File: config.mk
export PLATFORM = sky130hd
export DESIGN_NAME = ifq_predecode
export DESIGN_NICKNAME = d
export VERILOG_FILES = /design/src/rtl/ifq_predecode.sv
export SDC_FILE = /design/constraint.sdc
export NUM_CORES = 1
export LEC_CHECK = 0
export ABC_CLOCK_PERIOD_IN_PS = 3790
export CAP_MARGIN = 10
export CORE_ASPECT_RATIO = 0.7
export CORE_MARGIN = 4
export CORE_UTILIZATION = 50
export CTS_CLUSTER_DIAMETER = 30
export DETAILED_ROUTE_END_ITERATION = 10
export PLACE_DENSITY = 0.84
export SYNTH_ARGS = -nofsm -noshare
export SYNTH_HDL_FRONTEND = slang
export SYNTH_SLANG_ARGS = --single-unit
File: constraint.sdc
create_clock -name clk -period 3.79 [get_ports clk]
set_clock_uncertainty 0.05 [all_clocks]
set_input_delay 0.9475 -clock clk [delete_from_list [all_inputs] [get_ports clk]]
set_output_delay 0.9475 -clock clk [all_outputs]
set_load 0.01 [all_outputs]
File: src/rtl/ifq_predecode.sv
// Instruction fetch queue: a small circular FIFO of {pc, instr} pairs between fetch and decode,
// with jump/branch/nop pre-decode flags computed on the head entry.
module ifq_predecode #(
   parameter int DEPTH = 2,
   localparam int PTR_W = (DEPTH > 1) ? $clog2(DEPTH) : 1,
   localparam int CNT_W = $clog2(DEPTH + 1)
) (
   input  logic             clk,
   input  logic             reset,
   input  logic             flush,
   input  logic             in_valid,
   input  logic [31:0]      in_pc,
   input  logic [31:0]      in_instr,
   output logic             in_ready,
   output logic             out_valid,
   input  logic             out_ready,
   output logic [31:0]      out_pc,
   output logic [31:0]      out_instr,
   output logic             out_is_beq,
   output logic             out_is_j,
   output logic             out_is_nop,
   output logic [CNT_W-1:0] count
);

   localparam logic [5:0] OP_BEQ = 6'b000100;
   localparam logic [5:0] OP_J   = 6'b000010;

   logic [31:0]      pc_mem_p0    [DEPTH];
   logic [31:0]      instr_mem_p0 [DEPTH];
   logic [PTR_W-1:0] wr_ptr_p0;
   logic [PTR_W-1:0] rd_ptr_p0;
   logic             push;
   logic             pop;
   logic [5:0]       head_op;

   function automatic logic [PTR_W-1:0] ptr_inc(input logic [PTR_W-1:0] p);
      // DEPTH is a power of two, so natural overflow of the pointer is the modulo wrap
      return p + PTR_W'(1);
   endfunction

   assign in_ready  = (count != CNT_W'(DEPTH));
   assign out_valid = (count != '0);
   assign push      = in_valid & in_ready;
   assign pop       = out_valid & out_ready;

   // ---- stage p0: storage, pointers and occupancy ----
   always_ff @(posedge clk) begin
      if (reset) begin
         wr_ptr_p0 <= '0;
         rd_ptr_p0 <= '0;
         count     <= '0;
         for (int i = 0; i < DEPTH; i++) begin
            pc_mem_p0[i]    <= '0;
            instr_mem_p0[i] <= '0;
         end
      end else if (flush) begin
         wr_ptr_p0 <= '0;
         rd_ptr_p0 <= '0;
         count     <= '0;
      end else begin
         if (push) begin
            pc_mem_p0[wr_ptr_p0]    <= in_pc;
            instr_mem_p0[wr_ptr_p0] <= in_instr;
            wr_ptr_p0               <= ptr_inc(wr_ptr_p0);
         end
         if (pop) begin
            rd_ptr_p0 <= ptr_inc(rd_ptr_p0);
         end
         case ({push, pop})
            2'b10:   count <= count + CNT_W'(1);
            2'b01:   count <= count - CNT_W'(1);
            default: count <= count;
         endcase
      end
   end

   // ---- head read and pre-decode (combinational from stage p0) ----
   assign out_pc     = out_valid ? pc_mem_p0[rd_ptr_p0]    : '0;
   assign out_instr  = out_valid ? instr_mem_p0[rd_ptr_p0] : '0;
   assign head_op    = out_instr[31:26];
   assign out_is_beq = out_valid & (head_op == OP_BEQ);
   assign out_is_j   = out_valid & (head_op == OP_J);
   assign out_is_nop = out_valid & (out_instr == 32'h0000_0000);

endmodule
Word-level counts from Yosys, hierarchy flattened --
Memory sizes are Yosys's and may differ from the RTL's. A register that Yosys moved wholly into a read port is not among the register bits. Index checks and enable logic that the tools add are counted.
Cells by class: $add $sub $neg 4, bitwise logic cells 5, equality and inequality tests 5, multiplexer cells 19, reduce and logical (&&, ||, !) cells 6
Operators by type and width (number):
- 32-bit 2-to-1 mux | 4
- 32-bit OR reduction | 2
- 32-bit zero test | 1
- 1-bit 2-to-1 mux | 14
- 6-bit by 2-bit == test with 1-bit output (second input constant) | 1
- 6-bit by 3-bit == test with 1-bit output (second input constant) | 1
- 1-bit AND | 5
- 2-bit one-hot mux with 2 select lines | 1
- 2-bit nonzero test | 2
- 1-bit adder (second input constant) | 2
- 2-bit by 1-bit adder with 2-bit output (second input constant) | 1
- 2-bit by 1-bit == test with 1-bit output (second input constant) | 1
- 2-bit == test (second input constant) | 1
- 2-bit != test (second input constant) | 1
- 2-bit OR reduction | 1
- 2-bit by 1-bit subtractor with 2-bit output (second input constant) | 1
Storage, ports and cells: memories kept 2, output and inout bits 71, bits in registers 4, input bits 69, RAM bits 128, logic and storage cells 44
Memory list:
- instr_mem_p0 | words 2, width 32, read ports 1, clocked after Yosys merged registers in 1, write ports 2, RTL line 29 | logic [31:0] instr_mem_p0 [DEPTH];
- pc_mem_p0 | words 2, width 32, read ports 1, clocked after Yosys merged registers in 1, write ports 2, RTL line 28 | logic [31:0] pc_mem_p0 [DEPTH];

Longest topological paths before layout --
depth after elaboration 8, gate-level depth with buffers 8

Worst setup path after synthesis --
Ideal clock, no wire load.
path kind input to register, start point in reset, end point mem instr_mem_p0[1][0], enable pin, data required time 3.346 ns, stages 4, arrival time 2.578 ns, setup time 0.394 ns, slack 0.768 ns, buffers on the path 2, path through clkbuf_1 > nor4b_1 > clkbuf_1 > or2_2
RTL lines:
- start: declaration | RTL line 9 | input logic reset,
- end: declaration | RTL line 29

==> flow_summary.yaml <==
layout:
  fin_nets: 677
  ff_latch_area_um2: 3950
  multi_input_area_um2: 2020
  diodes: 0
  layout-drive-gt1-share_pct: 8.39
  area_growth_pct: 35.1
  fillCellCount: 839
yosys:
  synth.cell_area_um2: 6070
  ys_seq_area_share_pct: 64.9
  ys_seq_elements: 133
  ys_warn_count: 0
  synthCells: 467
  synth_fp_nets: 537
  synth_cell_types: 28
  postSynthAreaPerCell_um2: 13.0
clock_network:
  clk-insertion-delay-late_ns: 0.40
  clock-sinks: 133
  cts_hold_buf: 0
  cts.clk_slew.worst_paths_ns: 0.06
  cts-buffers-inserted: 17
  cts_root_buf: "clkbuf_16"
  cts_tree: "yes"
  clock_path_buffers: 2
  cts_htree_levels: 4
critical_path:
  worst-path-stages: 6
  crit_chain: "buf_4 -> or4_1 -> o22a_1 -> or4_1 -> nor3_2 -> dlygate4sd2_1"
  crit_required_ns: 2.79
  crit_family: "simple AND/OR/NAND/NOR gates"
  cp-start-kind: "flip-flop"
  end_kind: "output pin"
  path_buf_inv: 2
  reg2regPathDepth: 5
  slowest_stage: "or4_1"
  crit_type: "flip-flop to output pin"
  max_stage_delay_ns: 0.54
  crit_arrival_ns: 2.63
  cpMostUsedCell: "or4_1"
  cp_max_fo: 11
global_route:
  grt_pass1_wl_um: 22100
  grt_max_degree: 65
  grt-ovfl-total: 0
  antenna_found_initial: 0
  grtUsageTotal_pct: 20.5
  grt_pass1_vias: 4145
sta:
  slew_headroom_pct: 60.0
  slew_violations: 0
  tightest_slew_ns: 0.600
  tns_ns: 0
  min_period_ns: 3.63
  setup_viol: 0
  hold_viol: 0
  fmax_mhz: 276
  rsz0062_at_grt: "no"
  final.period_utilization_pct: 95.8
placement:
  hpwl_um: 9460
  finalWeightedCongestion: 0.860
  io_buffers: 139
detailed_routing:
  drt_pass1_iterations: 5
  drt-vias-per-instance: 5.23
  wl_met2_um: 6660
  vias: 4062
  totalWireLength_um: 14100
  antenna_left: 0
  post_drt_wl_per_cell_um: 18.1
  drtIter0Drc: 292
  wl_met1_um: 6390
  top_layer: "met4"
  wl_met3_um: 944
  drcViolationCount: 0
floorplanning:
  core-area_um2: 11800
  ios: 140
  dieHeight_um: 100
  die_w_um: 140
  die_area_um2: 14000
  rows: 33
  initial_core_util_pct: 51.4
worst_hold_path:
  hold_depth: 2
  hold_class: "flip-flop to flip-flop"
run_status:
  status: "finished, final reports clean"
pwr:
  finalPower_uw: 3600
  power_density_nw_per_um2: 439
  p_leak_uw: 0.00286
  peakVddDrop_v: 0.000333
flow_run:
  maxCapViolations: 0
## cell usage in the layout, fill, tap and decap left out, types with 2 or more instances in the layout
| cell type | count |
|---|---|
| and2_1 | 129 |
| buf_4 | 12 |
| clkbuf_16 | 17 |
| clkdlybuf4s50_1 | 138 |
| clkinv_2 | 2 |
| clkinv_4 | 3 |
| clkinvlp_4 | 5 |
| dfxtp_1 | 4 |
| edfxtp_1 | 128 |
| inv_6 | 3 |
| mux2i_1 | 64 |
| nand4_1 | 2 |
| nor2_1 | 66 |
| nor3_1 | 8 |
| nor4_1 | 11 |
| or2_2 | 3 |
| or4_1 | 2 |
| xnor2_1 | 3 |
| xor2_1 | 2 |
## metal layers
| metal | up-vias | GRT usage, % |
|---|---|---|
| met2 | 144 | 32.5 |
| li1 | 1927 | - |
| met1 | 1983 | 27.6 |
| met5 | - | 0 |
| met3 | 8 | 6.48 |
| met4 | 0 | 5.58 |
## kinds of logic (layout without fill, tap and decap cells)
kind of cell / count (synthesis) / after routing / share of synthesized area [%]
buffers and inverters: 31 / 184 / 2.18
AOI/OAI and AO/OA: 4 / 4 / 0.494
DFF: 133 / 133 / 64.9
xor gates and xnor gates: 5 / 5 / 0.721
and+or+nand+nor: 228 / 228 / 20.7
muxes: 65 / 65 / 10.7
adders and majority gates: 1 / 1 / 0.206
## cell type report
type | count | share of cell area (%)
flip-flops and latches | 133 | 48.1
repair buffers | 151 | 18.0
well taps | 157 | 2.39
multi-input cells | 303 | 24.6
clock inverters | 14 | 1.59
clock buffers | 18 | 5.23
inverters | 1 | 0.0458
## power breakdown
part	total [µW]	internal [µW]	switching (µW)	leakage, µW
Combinational	347	176	171	0.00123
Sequential	1720	1690	33.2	0.00137
Clock	1530	907	626	0.000259
## sequential cells by signal, summed over array words and instances (netlist names), named ones only
name / count
count: 2
instr_mem_p0: 64
pc_mem_p0: 64
wr_ptr_p0: 1
rd_ptr_p0: 1
## through the flow
step	utilization [%]	std cells	setup WS (ns)	hold slack (ns)	area (µm²)
floorplan	-	467	0.768	0.470	6070
global placement	64.7	744	0.460	0.488	7640
detailed placement	64.7	744	0.416	0.491	7640
CTS	69.5	777	0.131	0.511	8200
global route	69.5	777	0.0781	0.537	8200
finish	69.5	777	0.161	0.507	8200
## synth_stat cells
| cell type | instances | area, µm² |
|---|---|---|
| edfxtp_1 | 128 | 3840 |
| or4_1 | 2 | 15.0 |
| xor2_1 | 2 | 17.5 |
| mux2i_1 | 64 | 641 |
| a21oi_1 | 1 | 5.00 |
| nand2_1 | 1 | 3.75 |
| dfxtp_1 | 5 | 100 |
| nor4_1 | 12 | 75.1 |
| inv_1 | 1 | 3.75 |
| nor3_2 | 1 | 10.0 |
| nor4b_1 | 1 | 8.76 |
| nor3_1 | 8 | 40.0 |
| mux2_2 | 1 | 11.3 |
| buf_2 | 7 | 35.0 |
| nand2b_1 | 1 | 6.26 |
| and2_1 | 129 | 807 |
| clkbuf_1 | 21 | 78.8 |
| a41oi_1 | 1 | 8.76 |
| o22a_1 | 1 | 8.76 |
| nand4_1 | 2 | 12.5 |
| nor2_1 | 67 | 251 |
| buf_1 | 1 | 3.75 |
| or4b_1 | 1 | 10.0 |
| or2_2 | 3 | 18.8 |
| buf_6 | 1 | 11.3 |
| xnor2_1 | 3 | 26.3 |
| a22oi_1 | 1 | 7.51 |
| ha_1 | 1 | 12.5 |
## worst register-to-register path: stages, from the launching register on
cell and delay, ns:
dfxtp_1 0.48, nand2b_1 0.17, nand2_1 0.16, nor4b_2 0.27, or2_2 0.16, buf_4 0.47
## what timing repair did
action,CTS,global route
endpoints found under the setup margin,1,0
resized for setup,1,0
buffers inserted,1,0
## final timing paths
kind	endpoint	startpoint	slack, ns
max	out_is_nop	flip-flop	0.16
min	rd_ptr_p0$_SDFFE_PP0P_	rd_ptr_p0$_SDFFE_PP0P_	0.51
max reg2reg	pc_mem_p0[1][21]$_SDFFCE_PN0P_	count[0]$_SDFFE_PP0P_	1.64
min reg2reg	rd_ptr_p0$_SDFFE_PP0P_	rd_ptr_p0$_SDFFE_PP0P_	0.51
(Power assumes the default switching activity.)
